$ cat config.mk
export PLATFORM = sky130hd
export DESIGN_NAME = mvu_job_ctrl
export DESIGN_NICKNAME = d
export VERILOG_FILES = /design/src/rtl/mvu_job_ctrl.sv
export SDC_FILE = /design/constraint.sdc
export NUM_CORES = 1
export LEC_CHECK = 0
export ABC_CLOCK_PERIOD_IN_PS = 16000
export CORE_MARGIN = 2
export CORE_UTILIZATION = 49
export CTS_CLUSTER_SIZE = 24
export DETAILED_ROUTE_END_ITERATION = 8
export PLACE_DENSITY_LB_ADDON = 0.25
export SLEW_MARGIN = 10
export SYNTH_ARGS = -nofsm -noshare
export SYNTH_HDL_FRONTEND = slang
export SYNTH_SLANG_ARGS = --single-unit
export TNS_END_PERCENT = 5
$ cat constraint.sdc
create_clock -name clk -period 16 [get_ports clk]
set_input_delay 1.6 -clock clk [delete_from_list [all_inputs] [get_ports clk]]
set_output_delay 1.6 -clock clk [all_outputs]
set_load 0.005 [all_outputs]
$ cat src/rtl/mvu_job_ctrl.sv
`default_nettype none
// mvu_job_ctrl: sequences one MVU job as bit-serial read beats, a drain wait and a granted write-back.
// Rev 1.0 - initial release.
module mvu_job_ctrl #(
  parameter int BWBANKA  = 9,
  parameter int BDBANKA  = 14,
  parameter int PIPE_LAT = 4
) (
  input  logic               clk,
  input  logic               rst_n,
  input  logic               start,
  input  logic [1:0]         cfg_mode,
  input  logic [3:0]         cfg_iprec,
  input  logic [8:0]         cfg_len,
  input  logic [8:0]         cfg_nout,
  input  logic [BWBANKA-1:0] cfg_wbase,
  input  logic [BDBANKA-1:0] cfg_ibase,
  input  logic [BDBANKA-1:0] cfg_obase,
  input  logic               cfg_max_en,
  input  logic               cfg_max_pool,
  output logic               busy,
  output logic               done,
  output logic [1:0]         mul_mode,
  output logic               acc_clr,
  output logic               acc_sh,
  output logic               max_en,
  output logic               max_clr,
  output logic               max_pool,
  output logic [BWBANKA-1:0] rdw_addr,
  output logic               rdd_en,
  input  logic               rdd_grnt,
  output logic [BDBANKA-1:0] rdd_addr,
  output logic               wrd_en,
  input  logic               wrd_grnt,
  output logic [BDBANKA-1:0] wrd_addr
);

  localparam int            DW         = (PIPE_LAT > 1) ? $clog2(PIPE_LAT) : 1;
  localparam logic [DW-1:0] DRAIN_LAST = DW'(PIPE_LAT - 1);

  typedef enum logic [2:0] {
    S_IDLE  = 3'd0,
    S_RUN   = 3'd1,
    S_DRAIN = 3'd2,
    S_WRITE = 3'd3,
    S_FIN   = 3'd4
  } state_t;

  state_t state_q, state_d;

  logic [1:0]         mode_q,  mode_d;
  logic [3:0]         iprec_q, iprec_d;
  logic [8:0]         len_q,   len_d;
  logic [8:0]         nout_q,  nout_d;
  logic [BWBANKA-1:0] wbase_q, wbase_d;
  logic [BDBANKA-1:0] ibase_q, ibase_d;
  logic [BDBANKA-1:0] obase_q, obase_d;
  logic               mxen_q,  mxen_d;
  logic               mxpl_q,  mxpl_d;

  logic [8:0]         o_q, o_d;
  logic [3:0]         b_q, b_d;
  logic [8:0]         t_q, t_d;
  logic [DW-1:0]      dcnt_q, dcnt_d;

  logic               busy_q, busy_d, done_q, done_d;
  logic [1:0]         mul_mode_q, mul_mode_d;
  logic               acc_clr_q, acc_clr_d, acc_sh_q, acc_sh_d;
  logic               max_en_q, max_en_d, max_clr_q, max_clr_d, max_pool_q, max_pool_d;
  logic [BWBANKA-1:0] rdw_addr_q, rdw_addr_d;
  logic               rdd_en_q, rdd_en_d;
  logic [BDBANKA-1:0] rdd_addr_q, rdd_addr_d;
  logic               wrd_en_q, wrd_en_d;
  logic [BDBANKA-1:0] wrd_addr_q, wrd_addr_d;

  logic [3:0]         plane;
  logic               run_d;
  logic               first_d;

  // Sequencing: state and counters
  always_comb begin
    state_d = state_q;
    mode_d  = mode_q;
    iprec_d = iprec_q;
    len_d   = len_q;
    nout_d  = nout_q;
    wbase_d = wbase_q;
    ibase_d = ibase_q;
    obase_d = obase_q;
    mxen_d  = mxen_q;
    mxpl_d  = mxpl_q;
    o_d     = o_q;
    b_d     = b_q;
    t_d     = t_q;
    dcnt_d  = dcnt_q;
    case (state_q)
      S_IDLE: begin
        if (start) begin
          mode_d  = cfg_mode;
          iprec_d = cfg_iprec;
          len_d   = cfg_len;
          nout_d  = cfg_nout;
          wbase_d = cfg_wbase;
          ibase_d = cfg_ibase;
          obase_d = cfg_obase;
          mxen_d  = cfg_max_en;
          mxpl_d  = cfg_max_pool;
          o_d     = 9'd0;
          b_d     = cfg_iprec - 4'd1;
          t_d     = 9'd0;
          if (cfg_iprec == 4'd0 || cfg_len == 9'd0 || cfg_nout == 9'd0) begin
            state_d = S_FIN;
          end else begin
            state_d = S_RUN;
          end
        end
      end
      S_RUN: begin
        if (rdd_grnt) begin
          if (t_q == len_q - 9'd1) begin
            t_d = 9'd0;
            if (b_q == 4'd0) begin
              state_d = S_DRAIN;
              dcnt_d  = DRAIN_LAST;
            end else begin
              b_d = b_q - 4'd1;
            end
          end else begin
            t_d = t_q + 9'd1;
          end
        end
      end
      S_DRAIN: begin
        if (dcnt_q == '0) begin
          state_d = S_WRITE;
        end else begin
          dcnt_d = dcnt_q - DW'(1);
        end
      end
      S_WRITE: begin
        if (wrd_grnt) begin
          if (o_q == nout_q - 9'd1) begin
            state_d = S_FIN;
          end else begin
            state_d = S_RUN;
            o_d     = o_q + 9'd1;
            b_d     = iprec_q - 4'd1;
            t_d     = 9'd0;
          end
        end
      end
      S_FIN:   state_d = S_IDLE;
      default: state_d = S_IDLE;
    endcase
  end

  // Outputs are registered from the next state; the MSB plane sits at ibase, so the
  // plane offset grows as b counts down.
  always_comb begin
    run_d      = (state_d == S_RUN);
    plane      = iprec_d - 4'd1 - b_d;
    first_d    = (b_d == iprec_d - 4'd1) && (t_d == 9'd0);
    busy_d     = (state_d != S_IDLE);
    done_d     = (state_q == S_FIN);
    mul_mode_d = busy_d ? mode_d : 2'd0;
    max_en_d   = busy_d & mxen_d;
    max_pool_d = busy_d & mxpl_d;
    rdd_en_d   = run_d;
    acc_clr_d  = run_d & first_d;
    acc_sh_d   = run_d & (t_d == 9'd0) & ~first_d;
    max_clr_d  = run_d & first_d & (o_d == 9'd0);
    rdd_addr_d = '0;
    rdw_addr_d = '0;
    if (run_d) begin
      rdd_addr_d = BDBANKA'(32'(ibase_d) + 32'(plane) * 32'(len_d) + 32'(t_d));
      rdw_addr_d = BWBANKA'(32'(wbase_d) + 32'(o_d) * 32'(len_d) + 32'(t_d));
    end
    wrd_en_d   = (state_d == S_WRITE);
    wrd_addr_d = '0;
    if (state_d == S_WRITE) begin
      wrd_addr_d = BDBANKA'(32'(obase_d) + 32'(o_d));
    end
  end

  always_ff @(posedge clk) begin
    if (!rst_n) begin
      state_q    <= S_IDLE;
      mode_q     <= '0;
      iprec_q    <= '0;
      len_q      <= '0;
      nout_q     <= '0;
      wbase_q    <= '0;
      ibase_q    <= '0;
      obase_q    <= '0;
      mxen_q     <= 1'b0;
      mxpl_q     <= 1'b0;
      o_q        <= '0;
      b_q        <= '0;
      t_q        <= '0;
      dcnt_q     <= '0;
      busy_q     <= 1'b0;
      done_q     <= 1'b0;
      mul_mode_q <= '0;
      acc_clr_q  <= 1'b0;
      acc_sh_q   <= 1'b0;
      max_en_q   <= 1'b0;
      max_clr_q  <= 1'b0;
      max_pool_q <= 1'b0;
      rdw_addr_q <= '0;
      rdd_en_q   <= 1'b0;
      rdd_addr_q <= '0;
      wrd_en_q   <= 1'b0;
      wrd_addr_q <= '0;
    end else begin
      state_q    <= state_d;
      mode_q     <= mode_d;
      iprec_q    <= iprec_d;
      len_q      <= len_d;
      nout_q     <= nout_d;
      wbase_q    <= wbase_d;
      ibase_q    <= ibase_d;
      obase_q    <= obase_d;
      mxen_q     <= mxen_d;
      mxpl_q     <= mxpl_d;
      o_q        <= o_d;
      b_q        <= b_d;
      t_q        <= t_d;
      dcnt_q     <= dcnt_d;
      busy_q     <= busy_d;
      done_q     <= done_d;
      mul_mode_q <= mul_mode_d;
      acc_clr_q  <= acc_clr_d;
      acc_sh_q   <= acc_sh_d;
      max_en_q   <= max_en_d;
      max_clr_q  <= max_clr_d;
      max_pool_q <= max_pool_d;
      rdw_addr_q <= rdw_addr_d;
      rdd_en_q   <= rdd_en_d;
      rdd_addr_q <= rdd_addr_d;
      wrd_en_q   <= wrd_en_d;
      wrd_addr_q <= wrd_addr_d;
    end
  end

  assign busy     = busy_q;
  assign done     = done_q;
  assign mul_mode = mul_mode_q;
  assign acc_clr  = acc_clr_q;
  assign acc_sh   = acc_sh_q;
  assign max_en   = max_en_q;
  assign max_clr  = max_clr_q;
  assign max_pool = max_pool_q;
  assign rdw_addr = rdw_addr_q;
  assign rdd_en   = rdd_en_q;
  assign rdd_addr = rdd_addr_q;
  assign wrd_en   = wrd_en_q;
  assign wrd_addr = wrd_addr_q;

endmodule
`default_nettype wire
# After elaboration in Yosys (flattened, before gate mapping)
# Cells that the tools add are included.
# W data, S select, Z words.
[op_classes] addsub=15 multipliers=2 div_mod_pow=0 magnitude_cmp=0 n_eq_ne=13 n_shift=0 n_mux=47 n_bitwise=7 reduce_logical=18
[op_table] operator="$mux W9" n=12
[op_table] operator="$mux W14" n=4
[op_table] operator="$logic_not A9 Y1" n=4
[op_table] operator="$mux W4" n=8
[op_table] operator="$add A14 B9 Y14" n=2
[op_table] operator="$pmux W9 S3" n=1
[op_table] operator="$mux W3" n=8
[op_table] operator="$add A9 B1 Y9 const B" n=2
[op_table] operator="$add A9 B9 Y9" n=2
[op_table] operator="$eq A9 B9 Y1" n=2
[op_table] operator="$pmux W9 S2" n=1
[op_table] operator="$sub A9 B1 Y9 const B" n=2
[op_table] operator="$sub A4 B1 Y4 const B" n=4
[op_table] operator="$add A14 B13 Y14" n=1
[op_table] operator="$mul A4 B9 Y13" n=1
[op_table] operator="$mux W2" n=6
[op_table] operator="$pmux W3 S4" n=1
[op_table] operator="$pmux W4 S3" n=1
[op_table] operator="$eq A3 B2 Y1 const B" n=3
[op_table] operator="$mul A9 B9 Y9" n=1
[op_table] operator="$logic_not A4 Y1" n=2
[op_table] operator="$ne A2 B2 Y1 const B" n=4
[op_table] operator="$reduce_and A2 Y1" n=4
[op_table] operator="$and A1 B1 Y1" n=6
[op_table] operator="other kinds (15)" n=20
[totals] reg_bits=138 latch_bits=0 ramBits=0 rom_bits=0 output_inout_bits=48 wordCells=129 n_memories=0

# Depth between registers and ports, before layout
# Gate-level depths: netlist of the first run.
[logic_depth] depth_word=9 depth_mapped=33

# Least setup slack after synthesis of the first run
# OpenSTA, ideal clock, no wires.
[synth_path] path_kind="input port to flip-flop" from="in rdd_grnt" to="reg rdd_addr_q[13] (netlist: rdd_addr[13])" setup_ps=128 arrival_time_ps=7994 t_required_ps=15872 setup_slack_ps=7878 stages=29 path_cell_list="nand3_1 > or4_4 > a2111oi_2 > buf_6 > a21oi_1 > or3_1 > a221o_1 > inv_1 > ha_1 > a21o_1 > a21oi_1 > xor2_1 > or2_1 > fa_1 > fa_1 > fa_1 > inv_1 > ha_1 > a21o_1 > a21oi_1 > o21ai_0 > a21oi_1 > o21ai_0 > a21oi_1 > nor2b_1 > o21a_1 > o41a_1 > xnor2_1 > nor2_1"
[synth_via] elab_chain_cells=6
[synth_rtl] element="from (decl)" line_no="31" rtl="input logic rdd_grnt,"
[synth_rtl] element="$mux W4" line_no="119" rtl="if (rdd_grnt) begin"
[synth_rtl] element="$pmux W4 S3" line_no="96" rtl="case (state_q)"
[synth_rtl] element="net b_d[1]" line_no="62" rtl="logic [3:0] b_q, b_d;"
[synth_rtl] element="$sub A4 B4 Y4" line_no="161" rtl="plane = iprec_d - 4'd1 - b_d;"
[synth_rtl] element="$mul A4 B9 Y13" line_no="175" rtl="rdd_addr_d = BDBANKA'(32'(ibase_d) + 32'(plane) * 32'(len_d) + 32'(t_d));"
[synth_rtl] element="$add A14 B13 Y14" line_no="175"
[synth_rtl] element="$add A14 B9 Y14" line_no="175"
[synth_rtl] element="to (signal assigned)" line_no="239" rtl="rdd_addr_q <= rdd_addr_d;"
[synth_rtl] element="to (decl)" line_no="72" rtl="logic [BDBANKA-1:0] rdd_addr_q, rdd_addr_d;"
# The timed path passes the listed nets, and every way through them passes these cells.
# A chain may end at the register's enable or synchronous reset.

# Worst setup path in the final report of the first run
# Same ends and word-level chain as after synthesis.

==> results of run 1 <==
-- layout make-up --
type,count,area (um2),share of cell area
clock buffer,18,429.2,0.03656
clock inverter,13,192.7,0.01641
inverter,128,480.5,0.04093
multi-input combinational,800,6306,0.5372
sequential,138,2763,0.2353
tap,265,331.6,0.02825
timing repair buffer,127,1236,0.1053
-- cell usage after synthesis, types with 2 or more instances --
| master | instances |
|---|---|
| a21o_1 | 17 |
| buf_1 | 7 |
| xnor2_1 | 41 |
| buf_2 | 4 |
| or4_4 | 2 |
| nor2b_1 | 52 |
| a22oi_1 | 4 |
| nor3b_1 | 6 |
| and3_1 | 9 |
| mux2i_1 | 35 |
| a31oi_1 | 3 |
| and3b_1 | 2 |
| nand3_1 | 14 |
| clkbuf_1 | 22 |
| fa_1 | 66 |
| or2_2 | 6 |
| xor2_1 | 26 |
| a21oi_1 | 26 |
| a211oi_1 | 2 |
| dfxtp_1 | 138 |
| and2_1 | 44 |
| o21a_1 | 5 |
| or3_1 | 2 |
| nor3_1 | 23 |
| ha_1 | 65 |
| nor2_1 | 96 |
| o221ai_1 | 2 |
| inv_1 | 127 |
| a21boi_0 | 18 |
| nand2b_1 | 9 |
| a211o_1 | 2 |
| nand4b_1 | 2 |
| o21ai_0 | 22 |
| or2_1 | 3 |
| o211a_1 | 3 |
| nand4_1 | 7 |
| o41ai_1 | 3 |
| nand2_1 | 131 |
| xnor3_1 | 2 |
| nor4_1 | 8 |
| o21bai_1 | 2 |
-- state kept, by name (all words and copies together) (netlist names), 14 cells and up --
| register | flops |
|---|---|
| ibase_q | 14 |
| obase_q | 14 |
| rdd_addr | 14 |
| wrd_addr | 14 |
-- metal layers --
| layer | vias to the layer above | GRT usage | routed length, um |
|---|---|---|---|
| met1 | 3638 | 0.3249 | 10860 |
| li1 | 3795 | - | - |
| met4 | 0 | 0.08074 | 475 |
| met3 | 37 | 0.05166 | 1365 |
| met5 | - | 0 | 0 |
| met2 | 211 | 0.3921 | 10960 |
-- worst paths after layout --
| path | to | start | slack, ns |
|---|---|---|---|
| worst min-delay path | mode_q[0] | mode_q[0] | 0.48 |
| worst max register to register | rdd_addr[13] | len_q[0] | 7.88 |
| worst max-delay path | rdd_addr[13] | rdd_grnt | 7.10 |
| worst min register to register | mode_q[0] | mode_q[0] | 0.48 |
-- critical path, delay by kind of cell --
family / cells / cell delay [ns]
and+or+nand+nor: 6 / 1.25
adders and majority gates: 5 / 2.08
xor gates and xnor gates: 2 / 0.71
buffers and inverters: 4 / 0.97
AOI/OAI and AO/OA: 13 / 2.60
-- where the power goes --
part	internal, mW	switching (mW)	leakage [nW]
clock network	0.262	0.157	0.297
logic	0.213	0.261	3.79
registers	0.372	0.0136	1.13
total	0.846	0.431	5.21
-- logic make-up (layout without fill, tap and decap cells) --
logic type	Yosys count	count (layout)	share of synthesized area
AOI/OAI and AO/OA	128	128	0.09497
xor gates and xnor gates	71	71	0.06929
adders and majority gates	131	131	0.2201
buffers and inverters	163	286	0.06477
DFF	138	138	0.2849
muxes	36	36	0.03768
and+or+nand+nor	434	434	0.2283
-- through the flow --
stage | std cells | cell area (um2) | power [mW] | setup WS, ns
floorplan | 1101 | 9697 | 0.7278 | 7.878
global placement | 1458 | 11120 | 0.8543 | 6.860
detailed placement | 1458 | 11120 | 0.8607 | 6.767
CTS | 1489 | 11740 | 1.289 | 7.159
global route | 1489 | 11740 | 1.370 | 6.530
finish | 1489 | 11740 | 1.278 | 7.102
==> impl_metrics.ini, run 1 <==
[yosys]
synth-edff-count = 0
yosysTopAreaCellShare = 0.2849
postSynthAreaPerCell_um2 = 8.807
ys_seq_elements = 138
synthTopCellsByArea = dfxtp_1 (28%), fa_1 (14%), ha_1 (8.4%), nand2_1 (5.1%), inv_1 (4.9%)
synthCells = 1101
yosysUniqueCellTypes = 84
synthesis.area_um2 = 9697
synth_top_cell_by_area = dfxtp_1
synth-async-reset-ratio = 0
ys_seq_area_frac = 0.2849
synth_warnings = 0
syn_nets = 1300
synthFlopType = dfxtp_1

[global_route]
antenna_found_initial = 0
gr-total-overflow = 0
grt_pass1_vias = 7760
grt_pass1_wl_um = 39030
grt_start_max_net_pins = 93
grtUsageTotal = 0.2425

[pwr]
ir_drop_uv = 93.35
powerDensity_nw_per_um2 = 108.8
p_leak_nw = 5.215

[worst_setup_path]
required_ns = 16.31
cp_slowest_cell = fa_1
worst-setup-path-type = input pin to flip-flop
worstRegToRegCells = 32
slowest_delay_ns = 0.60
worstPathMaxFanout = 11
start_kind = input pin
cp-end-kind = flip-flop
arrival_ns = 9.21
crit_top_cell = a21oi_1

[sta]
holdWs_ns = 0.4751
rsz0062_at_grt = no
max_freq_ghz = 0.1124
finalCritPeriodShare = 0.5561
drv_slew = 0
finalSetupTns_ns = 0
fin_skew_ns = 0.01085
worst_slew_pin_slew_ns = 1.049
hold_viol = 0
slew_headroom = 0.2805
period_needed_ns = 8.898
setup_viol = 0

[floorplanning]
fp.dieW_um = 144.7
die_h_um = 144.7
initial_core_util = 0.4982
core-area_um2 = 19460
rows = 51
dieArea_um2 = 20930
pin_count = 116

[clocking]
post-cts-setup-buffers = 0
cts_hold_buf = 0
numCtsBuffers = 17
post_cts_resized = 0
cts.clk_slew.worst_paths_ns = 0.06
clk_latency_ns = 0.43
cts_tree = built
root_buffer = clkbuf_16
cts_sinks = 138
htree_levels = 4
cts_max_path_buffers = 2

[run]
timing.max_cap.violations = 0

[hold_path]
hold_path_class = flip-flop to flip-flop
hold-path-cell-count = 2

[detailed_routing]
drtIter0Drc = 376
vias_per_cell = 5.158
wl_um = 23660
drc = 0
first_pass_iters = 5
wl_per_cell_um = 15.89
drtAntennaViolNets = 0
vias = 7681

[final_layout]
fillers = 1658
layout_commonest_cell = dfxtp_1
mostFrequentLayoutCells = dfxtp_1 (138), nand2_1 (131), inv_1 (127)
syn2layout_area_growth_pct = 21.06
layout.nets = 1411
antenna_cells = 0
final_util = 0.6032
drive_gt1_frac = 0.06373

[place]
place_hpwl_um = 17670
gp_congestion = 0.8686
port_buffers = 115

[status]
outcome = finished, final reports clean
No activity file was read; power rests on OpenSTA's default activity.
==> run 2, diff against run 1 <==
--- a/config.mk
+++ b/config.mk
@@ -5,7 +5,7 @@
 export SDC_FILE = /design/constraint.sdc
 export NUM_CORES = 1
 export LEC_CHECK = 0
-export ABC_CLOCK_PERIOD_IN_PS = 16000
+export ABC_CLOCK_PERIOD_IN_PS = 8900
 export CORE_MARGIN = 2
 export CORE_UTILIZATION = 49
 export CTS_CLUSTER_SIZE = 24
==> constraint.sdc (replaced) <==
create_clock -name clk -period 8.9 [get_ports clk]
set_input_delay 0.89 -clock clk [delete_from_list [all_inputs] [get_ports clk]]
set_output_delay 0.89 -clock clk [all_outputs]
set_load 0.005 [all_outputs]
==> run 2 against run 1 <==
Final cell count grew 0.40%. Die area stayed put. Register-to-register slack got worse by 6.8 ns. Hold slack worse by 0.0070 ns. Worst setup slack worse by 6.1 ns. Cell area grew 0.37%. Routed wire length is 1.6% higher. First-iteration DRC count is 24% higher. Critical path type unchanged. Critical endpoint unchanged.
==> impl_metrics.ini, run 2 (synthesis results as in run 1) <==
[final_layout]
antenna_cells = 0
multi_input_area_um2 = 6306
ff_latch_area_um2 = 2763
mostFrequentLayoutCells = dfxtp_1 (138), nand2_1 (131), inv_1 (127)
fillers = 1685
syn2layout_area_growth_pct = 21.51
drive_gt1_frac = 0.06748
final_cells = 1495
layout.nets = 1416
layout_commonest_cell = dfxtp_1

[floorplanning]
dieArea_um2 = 20930
pin_count = 116
die_h_um = 144.7
core-area_um2 = 19460
fp.dieW_um = 144.7
initial_core_util = 0.4982
rows = 51

[detailed_routing]
first_pass_iters = 6
drc = 0
drtAntennaViolNets = 0
wl_per_cell_um = 16.07
wl_um = 24030
vias = 7718
drtIter0Drc = 467
vias_per_cell = 5.163

[status]
outcome = finished, final reports clean

[sta]
drv_slew = 0
holdWs_ns = 0.4682
slew_headroom = 0.1816
worst_slew_pin_slew_ns = 1.215
setup_viol = 0
max_freq_ghz = 0.1266
rsz0062_at_grt = no
period_needed_ns = 7.899
finalCritPeriodShare = 0.8876
hold_viol = 0
fin_skew_ns = 0.009979
finalSetupTns_ns = 0

[place]
place_hpwl_um = 18000
gp_congestion = 0.8851
placedCellCount = 1463
port_buffers = 115

[pwr]
p_comb_frac = 0.375
p_leak_nw = 5.244
swShare = 0.3366
ir_drop_uv = 142.4
p_int_mw = 1.548
seq_power_share = 0.297
pwr-share-clk = 0.328
powerDensity_nw_per_um2 = 198.0
p_switching_mw = 0.7854

[hold_path]
hold-path-cell-count = 2
hold_path_class = flip-flop to flip-flop

[worst_setup_path]
worstRegToRegCells = 31
start_kind = input pin
arrival_ns = 8.21
worstPathMaxFanout = 9
crit_top_cell = a21oi_1
worst-setup-path-type = input pin to flip-flop
cp_slowest_cell = fa_1
cp-end-kind = flip-flop
slowest_delay_ns = 0.63
required_ns = 9.21

[clocking]
cts_tree = built
cts_hold_buf = 0
numCtsBuffers = 17
cts_sinks = 138
cts_max_path_buffers = 2
root_buffer = clkbuf_16
clk_latency_ns = 0.42
cts.clk_slew.worst_paths_ns = 0.06
post-cts-setup-buffers = 0
post_cts_resized = 0
htree_levels = 4

[global_route]
grt_pass1_vias = 7616
grt_pass1_wl_um = 38770
grtUsageTotal = 0.2412
grt_start_max_net_pins = 93
gr-total-overflow = 0
antenna_found_initial = 0

[run]
timing.max_cap.violations = 0
==> run 2: changes by cell type in the layout (fill, tap and decap cells not counted), sizes merged <==
cell    previous run  this run
buf               13        18
clkbuf            18        21
inv              131       129
==> run 2: power groups by stage <==
stage	Sequential [mW]	Clock (mW)	Combinational, mW
6_report	0.693	0.764	0.876
5_1_grt	0.698	0.805	0.996
4_1_cts	0.693	0.777	0.886
3_5_place_dp	0.705	0	0.862
3_3_place_gp	0.705	0	0.851
2_1_floorplan	0.702	0	0.606
==> run 2: stage by stage <==
stage	util	power (mW)	setup slack, ns	instance area (um2)
floorplan	-	1.308	1.468	9697
global placement	0.5731	1.556	0.6857	11150
detailed placement	0.5731	1.567	0.5829	11150
CTS	0.6054	2.356	1.004	11780
global route	0.6054	2.499	0.5024	11780
finish	0.6054	2.333	1.001	11780
==> run 2: layer usage <==
metal | GRT usage | routed length [um]
met1 | 0.3146 | 10790
met2 | 0.3834 | 10910
met3 | 0.05824 | 1468
met4 | 0.1042 | 855
met5 | 0 | 0
==> run 2: final cells by class <==
class                   count  area share
flip-flops and latches    138      0.2345
inverters                 128     0.04078
well taps                 265     0.02814
clock inverters            11     0.01423
multi-input cells         800      0.5352
clock buffers              21     0.03908
repair buffers            132      0.1081
==> run 2: worst paths after layout <==
kind	startpoint	end	slack [ns]
setup / recovery	rdd_grnt	rdd_addr[13]	1.00
hold reg to reg	mode_q[0]	mode_q[0]	0.47
hold / removal	mode_q[0]	mode_q[0]	0.47
setup reg to reg	nout_q[0]	rdd_addr[13]	1.10
==> run 2: critical path: cells and delay by family <==
family / cells / cell delay [ns]
buffers and inverters: 4 / 0.91
AND/OR/NAND/NOR: 6 / 1.26
AO/OA/AOI/OAI: 13 / 2.70
adder cells (fa/ha/maj): 5 / 2.20
XOR/XNOR: 2 / 0.26
==> run 3, diff against run 2 <==
--- a/config.mk
+++ b/config.mk
@@ -8,6 +8,7 @@
 export ABC_CLOCK_PERIOD_IN_PS = 8900
 export CORE_MARGIN = 2
 export CORE_UTILIZATION = 49
+export CTS_CLUSTER_DIAMETER = 40
 export CTS_CLUSTER_SIZE = 24
 export DETAILED_ROUTE_END_ITERATION = 8
 export PLACE_DENSITY_LB_ADDON = 0.25
==> results of run 3 <==
Same layout as run 2: the final DEF is identical, and so are final timing and power.
